### src/rtl/sakebi_eth_pkg.sv
// Shared Ethernet framing constants and the TX builder state encoding.
package sakebi_eth_pkg;
  localparam logic [7:0]  ETH_PREAMBLE   = 8'h55;
  localparam logic [7:0]  ETH_SFD        = 8'hD5;
  localparam logic [31:0] CRC32_POLY_REF = 32'hEDB88320;
  localparam logic [31:0] CRC32_INIT     = 32'hFFFFFFFF;
  localparam logic [31:0] CRC32_RESIDUE  = 32'hDEBB20E3;

  typedef enum logic [2:0] {
    ST_IDLE, ST_PRE, ST_SFD, ST_PAYLOAD, ST_PAD, ST_FCS, ST_IFG, ST_DROP
  } eth_tx_state_e;
endpackage

### src/rtl/sakebi_crc32_d8.sv
// Combinational IEEE 802.3 CRC-32 step over one byte, reflected, LSB first.
module sakebi_crc32_d8
  import sakebi_eth_pkg::*;
(
  input  logic [31:0] crc,
  input  logic [7:0]  data,
  output logic [31:0] crc_next
);
  always_comb begin
    crc_next = crc;
    for (int i = 0; i < 8; i++)
      crc_next = (crc_next >> 1) ^ (CRC32_POLY_REF & {32{crc_next[0] ^ data[i]}});
  end
endmodule

### src/rtl/sakebi_eth_frame_tx.sv
// Ethernet frame builder: preamble, SFD, payload, optional pad, FCS, then IFG.
// Padding to MIN_LEN is built only when SAKEBI_ETH_FRAME_PAD_EN is defined.
module sakebi_eth_frame_tx
  import sakebi_eth_pkg::*;
#(
  parameter int PREAMBLE_LEN = 7,
  parameter int MIN_LEN      = 60,
  parameter int IFG_CYCLES   = 12
) (
  input  logic       i_axis_ACLK,
  input  logic       i_axis_ARESET,
  input  logic       i_s_axis_TVALID,
  output logic       o_s_axis_TREADY,
  input  logic [7:0] i_s_axis_TDATA,
  input  logic       i_s_axis_TLAST,
  output logic       o_m_axis_TVALID,
  input  logic       i_m_axis_TREADY,
  output logic [7:0] o_m_axis_TDATA,
  output logic       o_err_underrun
);
  localparam int CNT_MAX = (PREAMBLE_LEN > IFG_CYCLES) ? PREAMBLE_LEN :
                           ((IFG_CYCLES > 4) ? IFG_CYCLES : 4);
  localparam int CW = $clog2(CNT_MAX + 1);

  eth_tx_state_e state_q, state_d;
  logic          m_valid_q, m_valid_d, err_q, err_d, out_free;
  logic [7:0]    m_data_q, m_data_d, crc_din, fcs_byte;
  logic [31:0]   crc_q, crc_d, crc_next, crc_inv;
  logic [CW-1:0] cnt_q, cnt_d;

`ifdef SAKEBI_ETH_FRAME_PAD_EN
  localparam int LW = $clog2(MIN_LEN + 1);
  logic [LW-1:0] len_q, len_d, len_inc;
  assign len_inc = (len_q == LW'(MIN_LEN)) ? len_q : len_q + 1'b1;
`else
  // Without padding the minimum length has no effect.
  logic unused_min_len;
  assign unused_min_len = |MIN_LEN;
`endif

  // The output register may be reloaded when empty or being taken this cycle.
  assign out_free = !m_valid_q || i_m_axis_TREADY;
  assign crc_din  = (state_q == ST_PAD) ? 8'h00 : i_s_axis_TDATA;
  assign crc_inv  = ~crc_q;
  assign fcs_byte = crc_inv[{cnt_q[1:0], 3'b000} +: 8];

  sakebi_crc32_d8 u_crc (.crc(crc_q), .data(crc_din), .crc_next(crc_next));

  always_ff @(posedge i_axis_ACLK or posedge i_axis_ARESET) begin
    if (i_axis_ARESET) state_q <= ST_IDLE;
    else               state_q <= state_d;
  end

  always_ff @(posedge i_axis_ACLK or posedge i_axis_ARESET) begin
    if (i_axis_ARESET) begin
      m_valid_q <= 1'b0;
      m_data_q  <= 8'h00;
      crc_q     <= '0;
      cnt_q     <= '0;
      err_q     <= 1'b0;
`ifdef SAKEBI_ETH_FRAME_PAD_EN
      len_q     <= '0;
`endif
    end else begin
      m_valid_q <= m_valid_d;
      m_data_q  <= m_data_d;
      crc_q     <= crc_d;
      cnt_q     <= cnt_d;
      err_q     <= err_d;
`ifdef SAKEBI_ETH_FRAME_PAD_EN
      len_q     <= len_d;
`endif
    end
  end

  // State names the source of the next byte loaded into the output register.
  always_comb begin
    state_d         = state_q;
    m_valid_d       = m_valid_q;
    m_data_d        = m_data_q;
    crc_d           = crc_q;
    cnt_d           = cnt_q;
    err_d           = 1'b0;
    o_s_axis_TREADY = 1'b0;
`ifdef SAKEBI_ETH_FRAME_PAD_EN
    len_d           = len_q;
`endif
    case (state_q)
      ST_IDLE: if (i_s_axis_TVALID) begin
        m_valid_d = 1'b1;
        m_data_d  = ETH_PREAMBLE;
        cnt_d     = CW'(1);
        state_d   = (PREAMBLE_LEN > 1) ? ST_PRE : ST_SFD;
      end
      ST_PRE: if (out_free) begin
        m_data_d = ETH_PREAMBLE;
        cnt_d    = cnt_q + 1'b1;
        if (cnt_q == CW'(PREAMBLE_LEN - 1)) state_d = ST_SFD;
      end
      ST_SFD: if (out_free) begin
        m_data_d = ETH_SFD;
        crc_d    = CRC32_INIT;
        state_d  = ST_PAYLOAD;
`ifdef SAKEBI_ETH_FRAME_PAD_EN
        len_d    = '0;
`endif
      end
      ST_PAYLOAD: begin
        o_s_axis_TREADY = out_free;
        if (out_free) begin
          if (i_s_axis_TVALID) begin
            m_data_d = i_s_axis_TDATA;
            crc_d    = crc_next;
            cnt_d    = '0;
`ifdef SAKEBI_ETH_FRAME_PAD_EN
            len_d    = len_inc;
            if (i_s_axis_TLAST) state_d = (len_inc < LW'(MIN_LEN)) ? ST_PAD : ST_FCS;
`else
            if (i_s_axis_TLAST) state_d = ST_FCS;
`endif
          end else begin
            // Source ran dry: truncate the frame rather than stretch it.
            m_valid_d = 1'b0;
            err_d     = 1'b1;
            state_d   = ST_DROP;
          end
        end
      end
`ifdef SAKEBI_ETH_FRAME_PAD_EN
      ST_PAD: if (out_free) begin
        m_data_d = 8'h00;
        crc_d    = crc_next;
        len_d    = len_inc;
        cnt_d    = '0;
        if (len_inc == LW'(MIN_LEN)) state_d = ST_FCS;
      end
`endif
      ST_FCS: if (out_free) begin
        if (cnt_q == CW'(4)) begin
          m_valid_d = 1'b0;
          cnt_d     = '0;
          state_d   = ST_IFG;
        end else begin
          m_data_d = fcs_byte;
          cnt_d    = cnt_q + 1'b1;
        end
      end
      ST_IFG: begin
        cnt_d = cnt_q + 1'b1;
        if (cnt_q == CW'(IFG_CYCLES - 1)) begin
          cnt_d   = '0;
          state_d = ST_IDLE;
        end
      end
      ST_DROP: begin
        o_s_axis_TREADY = 1'b1;
        if (i_s_axis_TVALID && i_s_axis_TLAST) begin
          cnt_d   = '0;
          state_d = ST_IFG;
        end
      end
      default: state_d = ST_IDLE;
    endcase
  end

  assign o_m_axis_TVALID = m_valid_q;
  assign o_m_axis_TDATA  = m_data_q;
  assign o_err_underrun  = err_q;
endmodule

### config.mk
export PLATFORM = sky130hd
export DESIGN_NAME = sakebi_eth_frame_tx
export DESIGN_NICKNAME = d
export VERILOG_FILES = /design/src/rtl/sakebi_eth_pkg.sv /design/src/rtl/sakebi_crc32_d8.sv /design/src/rtl/sakebi_eth_frame_tx.sv
export SDC_FILE = /design/constraint.sdc
export NUM_CORES = 1
export LEC_CHECK = 0
export CAP_MARGIN = 10
export CORE_UTILIZATION = 40
export CTS_CLUSTER_DIAMETER = 50
export DETAILED_ROUTE_END_ITERATION = 7
export GPL_TIMING_DRIVEN = 0
export HOLD_SLACK_MARGIN = 0.08
export PLACE_DENSITY = 0.6
export SETUP_SLACK_MARGIN = 0.1
export SYNTH_ARGS = -nofsm -noshare
export SYNTH_HDL_FRONTEND = slang
export SYNTH_SLANG_ARGS = --single-unit
### constraint.sdc
create_clock -name i_axis_ACLK -period 3.6 [get_ports i_axis_ACLK]
set_input_delay 0.72 -clock i_axis_ACLK [delete_from_list [all_inputs] [get_ports i_axis_ACLK]]
set_output_delay 0.72 -clock i_axis_ACLK [all_outputs]
set_load 0.01 [all_outputs]
==> flow_summary_export.csv, run 1 <==
group,metric,value,unit
floorplan,fp.dieH,93.63,um
detailed_routing,drtIter0Drc,160,
detailed_routing,detailroute.via_count,2609,
clocking,clkSinkCount,49,
critical_path,cp-start-kind,"flop",
clocking,tritoncts,"done",
global_route,grt.overflow.total,0,
power,p_leak,1.404,nW
layout,drive_gt1_share,8.158,%
placed_design,dpl.hpwl,6.132,mm
clocking,insertion_delay,0.31,ns
critical_path,path_class,"reg -> reg",
synthesis,ys_top_cells_by_area,"dfrtp_1, xnor2_1, a21oi_1",
power,ir_drop,0.2677,mV
floorplan,boundaryPins,24,
critical_path,slowest_stage,"nor2_1",
detailed_routing,via_per_inst,5.379,
synthesis,synth-edff-count,0,
floorplan,start_util,41.08,%
synthesis,syn_area_per_cell,9.622,sq um
synthesis,synth_flop_cell,"dfrtp_1",
synthesis,synth_area_leader_cell,"dfrtp_1",
layout,final_common_cell,"dfrtp_1",
synthesis,ys_seq_elements,49,
sta,rsz0062_at_grt,"no",
clocking,htreeDepth,2,
layout,area_growth,13.93,%
clocking,hold_buffers,0,
outcome,run_status,"finished, final reports clean",
sta,fin_crit_sh,79.43,%
synthesis,synthArstFlopShare,100.0,%
critical_path,crit_arrival,3.05,ns
job,max_cap_viol_count,0,
sta,worst_pin_slew,1.039,ns
synthesis,synth-seq-area-share,36.51,%
global_route,grt_util_all_layers,20.15,%
synthesis,synth.distinct_cells,45,
critical_path,r2r_setup_slack,0.74,ns
synthesis,synth_nets,365,
layout,antenna_cells,0,
synthesis,syn-cell-area,3358,sq um
critical_path,cpPeakStageDelay,0.80,ns
synthesis,netlist.area_leader.share,36.51,%
clocking,clockBufferDepth,2,
floorplan,die-area,8766,sq um
detailed_routing,drcViolationCount,0,
sta,setup_viol,0,
layout,fin_nets,396,
clocking,post_cts_buffers,0,
sta,max_freq,349.7,MHz
critical_path,cp_cell_sequence,"buf_6 > nor2_1 > a221oi_4 > xnor3_2 > xor2_1 > xnor2_1 > o22a_1",
clocking,cts_inserted_buffers,5,
floorplan,core,8175,sq um
critical_path,cp_max_fo,10,
floorplan,die_x,93.63,um
critical_path,required,3.79,ns
placed_design,gp_congestion,0.8479,
power,p_per_area,965.9,nW/um^2
clocking,cts.repair.resized,0,
sta,max_slew_margin,30.51,%
clocking,cts_root_buffer,"clkbuf_8",
clocking,path_clk_slew,0.09,ns
global_route,grt_max_degree,37,
critical_path,cp-end-kind,"flop",
hold_path,hp-class,"reg -> reg",
sta,setup_ws,0.7404,ns
synthesis,synth_warnings,0,
sta,slew_viol_final,0,
global_route,grt_pass1_wl,13.43,mm
sta,hold_violations,0,
floorplan,num_rows,33,
global_route,grt_pass1_vias,2560,
detailed_routing,wl_per_cell,16.66,um
sta,fin_skew,0.009058,ns
detailed_routing,dr.pass1.iters,4,
sta,final.setup.tns,0,ns
synthesis,synth_cells,349,
global_route,antenna_found_initial,0,
placed_design,dpl_worst_slack,0.5009,ns
detailed_routing,antenna_left,0,
placed_design,portBuffers,23,
layout,layout_common_cells,"dfrtp_1, xnor2_1, nor2_1, a21oi_1, clkdlybuf4s50_1",
detailed_routing,drt-total-wl,8.079,mm
sta,period_needed,2.860,ns
[final cells by class]
type | instances | area (sq um)
Inverter | 11 | 41.29
Fill cell | 810 | 4349
Tap cell | 105 | 131.4
Timing Repair Buffer | 24 | 250.2
Clock buffer | 7 | 86.33
Multi-Input combinational cell | 271 | 2007
Buffer | 18 | 83.83
Sequential cell | 49 | 1226
[layer usage]
metal / vias up / wire length (um) / track usage, % / part of all wire [%]
met5: - / 0 / 0 / 0
met4: 0 / 110 / 6.410 / 1.4
met3: 8 / 319 / 2.927 / 3.9
met2: 72 / 3857 / 32.90 / 48
met1: 1279 / 3792 / 27.46 / 47
li1: 1250 / - / - / -
[cells by family after synthesis]
group	synth area share, %
mux	5.663
simple gates	14.46
flops	36.51
xor+xnor	20.31
fa+ha+maj	1.118
buf+inv	3.726
compound gates	18.22
[stage by stage]
step	instance area (sq um)	power, mW	utilization (%)	std cells	hold slack, ns
after floorplan	3358	2.784	-	349	0.4737
after global placement	3720	3.323	45.50	477	0.4719
after detailed placement	3740	3.352	45.75	478	0.4906
after CTS	3826	3.704	46.80	485	0.5109
after global routing	3826	3.988	46.80	485	0.5134
final	3826	3.696	46.80	485	0.5043
[synth_stat cells, drive strengths merged (2+ instances only)]
cell type	n
dfrtp	49
xnor2	45
nor2	43
a21oi	41
xor2	23
nand2	19
nor2b	17
o21ai	17
clkbuf	13
inv	10
mux4	8
and2	7
a221oi	6
buf	5
o22a	5
a22o	3
a31oi	3
ha	3
nand2b	3
nand3	3
nor3	3
a22oi	2
and3b	2
o22ai	2
xnor3	2
[worst paths after layout]
check                                         startpoint  depth (start not counted)                             to
setup / recovery                  state_q[1]$_DFFE_PP0P_                          7          crc_q[22]$_DFFE_PP0P_
hold / removal             o_m_axis_TDATA[3]$_DFFE_PP0P_                          1  o_m_axis_TDATA[3]$_DFFE_PP0P_
setup reg to reg                  state_q[1]$_DFFE_PP0P_                          7          crc_q[22]$_DFFE_PP0P_
hold reg to reg            o_m_axis_TDATA[3]$_DFFE_PP0P_                          1  o_m_axis_TDATA[3]$_DFFE_PP0P_
max in group asynchronous                  i_axis_ARESET                          3           crc_q[6]$_DFFE_PP0P_
min in group asynchronous                  i_axis_ARESET                          2  o_m_axis_TDATA[0]$_DFFE_PP0P_
[flip-flops by register name, indices dropped and copies added, names as in the netlist]
register	count
crc_q	32
cnt_q	4
state_q	3
o_m_axis_TVALID	1
o_err_underrun	1
o_m_axis_TDATA	8
[critical path, delay by kind of cell (launching register included)]
family | cells | cell delay, ns
buf+inv | 1 | 0.14
simple gates | 1 | 0.80
xor+xnor | 3 | 0.97
compound gates | 2 | 0.45
flops | 1 | 0.39
[power breakdown]
group / switching [mW] / total [mW] / internal (mW)
Clock: 0.185 / 0.338 / 0.153
Combinational: 1.36 / 2.48 / 1.12
Sequential: 0.152 / 0.879 / 0.727
Total: 1.70 / 3.70 / 2.00
Note: power is estimated with default switching activity, not from simulation.
==> inputs of run 2 (changes only) <==
--- a/config.mk
+++ b/config.mk
@@ -11,7 +11,7 @@
 export DETAILED_ROUTE_END_ITERATION = 7
 export GPL_TIMING_DRIVEN = 0
 export HOLD_SLACK_MARGIN = 0.08
-export PLACE_DENSITY = 0.6
+export PLACE_DENSITY = 0.62
 export SETUP_SLACK_MARGIN = 0.1
 export SYNTH_ARGS = -nofsm -noshare
 export SYNTH_HDL_FRONTEND = slang
==> constraint.sdc (replaced) <==
create_clock -name i_axis_ACLK -period 2.35 [get_ports i_axis_ACLK]
set_input_delay 0.47 -clock i_axis_ACLK [delete_from_list [all_inputs] [get_ports i_axis_ACLK]]
set_output_delay 0.47 -clock i_axis_ACLK [all_outputs]
set_load 0.01 [all_outputs]
==> run 2 against run 1 <==
Effect of this change:
- the run now ends with negative setup slack left
- sequential power is 55% higher
- clock power is 69% higher
- register-to-register slack worse by 0.86 ns
- combinational power is 120% higher
- critical path depth up 1
- largest cell class unchanged
- largest power group unchanged
==> flow_summary_export.csv, run 2 (synthesized netlist as in run 1, its figures left out) <==
group,metric,value,unit
outcome,run_status,"finished, violations left",
outcome,failed_checks,"negative setup slack",
placed_design,placed_cells,478,
critical_path,cp-start-kind,"flop",
floorplan,start_util,41.08,%
power,combinationalPowerShare,73.5,%
detailed_routing,detailroute.via_count,2892,
floorplan,die_x,93.63,um
clocking,cts_inserted_buffers,5,
critical_path,path_class,"reg -> reg",
critical_path,required,2.55,ns
clocking,path_clk_slew,0.10,ns
clocking,hold_buffers,0,
sta,period_needed,2.470,ns
global_route,grt_util_all_layers,23.59,%
floorplan,core,8175,sq um
clocking,htreeDepth,2,
detailed_routing,drtIter0Drc,203,
placed_design,portBuffers,23,
layout,drive_gt1_share,26.63,%
layout,antenna_cells,0,
detailed_routing,via_per_inst,5.583,
global_route,grt_max_degree,33,
sta,max_freq,404.8,MHz
floorplan,boundaryPins,24,
sta,setup_ws,-0.1203,ns
sta,max_slew_margin,57.88,%
placed_design,dpl.hpwl,6.327,mm
critical_path,crit_arrival,2.67,ns
layout,largest_reg_flops,32,
clocking,clockBufferDepth,2,
layout,fin_nets,428,
sta,worst_pin_slew,0.6319,ns
detailed_routing,dr.pass1.iters,7,
floorplan,fp.dieH,93.63,um
layout,top_register,"crc_q",
placed_design,dpl_worst_slack,-0.3793,ns
job,max_cap_viol_count,0,
global_route,grt_pass1_vias,2859,
critical_path,cp_max_fo,4,
power,p_sw_share,43.74,%
sta,fin_crit_sh,105.1,%
sta,hold_violations,0,
global_route,antenna_found_initial,0,
layout,fin_util,56.14,%
placed_design,gp_congestion,0.9341,
sta,whs,0.4558,ns
power,pwr-share-clk,7.8,%
sta,rsz0062_at_grt,"yes",
clocking,insertion_delay,0.32,ns
power,power.switching,3.192,mW
power,p_leak,1.817,nW
detailed_routing,drcViolationCount,0,
sta,fin_skew,0.007409,ns
clocking,cts_root_buffer,"clkbuf_8",
critical_path,path_delay_family,"XOR/XNOR gates",
clocking,clkSinkCount,49,
sta,final.setup.tns,-0.6723,ns
floorplan,die-area,8766,sq um
power,internal_power,4.106,mW
critical_path,crit_buf_inv,2,
detailed_routing,antenna_left,0,
detailed_routing,drt-total-wl,9.898,mm
power,ir_drop,0.7472,mV
power,seqPwrFrac,18.7,%
layout,area_growth,36.66,%
layout,final_common_cell,"dfrtp_1",
global_route,grt.overflow.total,0,
sta,slew_viol_final,0,
critical_path,cp-end-kind,"flop",
critical_path,cp_cell_sequence,"buf_6 > or3b_4 > a221oi_4 > buf_12 > xnor3_2 > xor2_1 > xnor2_1 > a21oi_1",
detailed_routing,wl_per_cell,19.11,um
layout,fin_cells,518,
sta,setup_viol,14,
layout,layout_common_cells,"dfrtp_1, a21oi_1, nor2_1, xnor2_1, clkdlybuf4s50_1",
clocking,tritoncts,"done",
global_route,grt_pass1_wl,15.57,mm
critical_path,cpPeakStageDelay,0.44,ns
hold_path,hp-class,"in -> async",
layout,final.fill_count,707,
floorplan,num_rows,33,
power,p_per_area,1590,nW/um^2
critical_path,slowest_stage,"or3b_4",
==> run 2: changes by cell type in the layout (fill, tap and decap cells not counted), sizes merged <==
cell,delta
buf,+33
clkinv,+1
clkbuf,-2
dlymetal6s2s,+1
clkdlybuf4s50,-1
bufbuf,+1
==> run 2: layout make-up <==
| type | count | area (sq um) | area share (%) |
|---|---|---|---|
| Multi-Input combinational cell | 271 | 2327 | 50.71 |
| Sequential cell | 49 | 1227 | 26.74 |
| Timing Repair Buffer | 57 | 629.4 | 13.71 |
| Buffer | 17 | 131.4 | 2.863 |
| Tap cell | 105 | 131.4 | 2.863 |
| Clock buffer | 7 | 96.34 | 2.099 |
| Inverter | 11 | 41.29 | 0.8997 |
| Clock inverter | 1 | 5.005 | 0.1091 |
==> run 2: path summary, 6_finish.rpt <==
kind | from | endpoint | slack (ns) | cells past startpoint
worst min-delay path | i_axis_ARESET | o_m_axis_TDATA[2]$_DFFE_PP0P_ | 0.46 | 2
worst max register to register | state_q[0]$_DFFE_PP0P_ | crc_q[16]$_DFFE_PP0P_ | -0.12 | 8
max in group asynchronous | i_axis_ARESET | crc_q[25]$_DFFE_PP0P_ | 1.37 | 3
worst max-delay path | state_q[0]$_DFFE_PP0P_ | crc_q[16]$_DFFE_PP0P_ | -0.12 | 8
worst min register to register | o_m_axis_TDATA[7]$_DFFE_PP0P_ | o_m_axis_TDATA[7]$_DFFE_PP0P_ | 0.51 | 1
min in group i_axis_ACLK | o_m_axis_TDATA[7]$_DFFE_PP0P_ | o_m_axis_TDATA[7]$_DFFE_PP0P_ | 0.51 | 1
==> run 2: what timing repair did <==
| action | CTS | global route |
|---|---|---|
| pin swaps | 28 | 31 |
| buffers inserted | 24 | 10 |
| endpoints found under the setup margin | 46 | 45 |
| gates cloned | 1 | 0 |
| gates resized for setup | 38 | 44 |
==> run 2: per-stage QoR <==
| stage | instance area, sq um | power, mW |
|---|---|---|
| after global routing | 4589 | 7.749 |
| after global placement | 3731 | 5.114 |
| after floorplan | 3369 | 4.281 |
| after detailed placement | 3751 | 5.146 |
| after CTS | 4352 | 6.711 |
| final | 4589 | 7.298 |
==> run 2: per-layer routing <==
layer  vias to the layer above  global-route usage (%)  share of wire (%)
met5                         -                       0                  0
met4                         0                   8.974                2.4
met3                        18                   3.333                4.5
met2                       102                   38.48                 50
met1                      1457                   31.70                 43
li1                       1315                       -                  -
==> run 2: power groups by stage <==
stage / combinational (mW) / clock (mW) / sequential [mW]
final: 5.36 / 0.570 / 1.36
after global routing: 5.73 / 0.615 / 1.40
after CTS: 4.77 / 0.584 / 1.35
after detailed placement: 3.78 / 0 / 1.36
after global placement: 3.76 / 0 / 1.35
after floorplan: 2.96 / 0 / 1.32
==> inputs of run 3 (changes only) <==
--- a/config.mk
+++ b/config.mk
@@ -5,6 +5,7 @@
 export SDC_FILE = /design/constraint.sdc
 export NUM_CORES = 1
 export LEC_CHECK = 0
+export ABC_CLOCK_PERIOD_IN_PS = 2350
 export CAP_MARGIN = 10
 export CORE_UTILIZATION = 40
 export CTS_CLUSTER_DIAMETER = 50
==> results of run 3 <==
Final layout, timing and power as in run 2 (identical DEF).
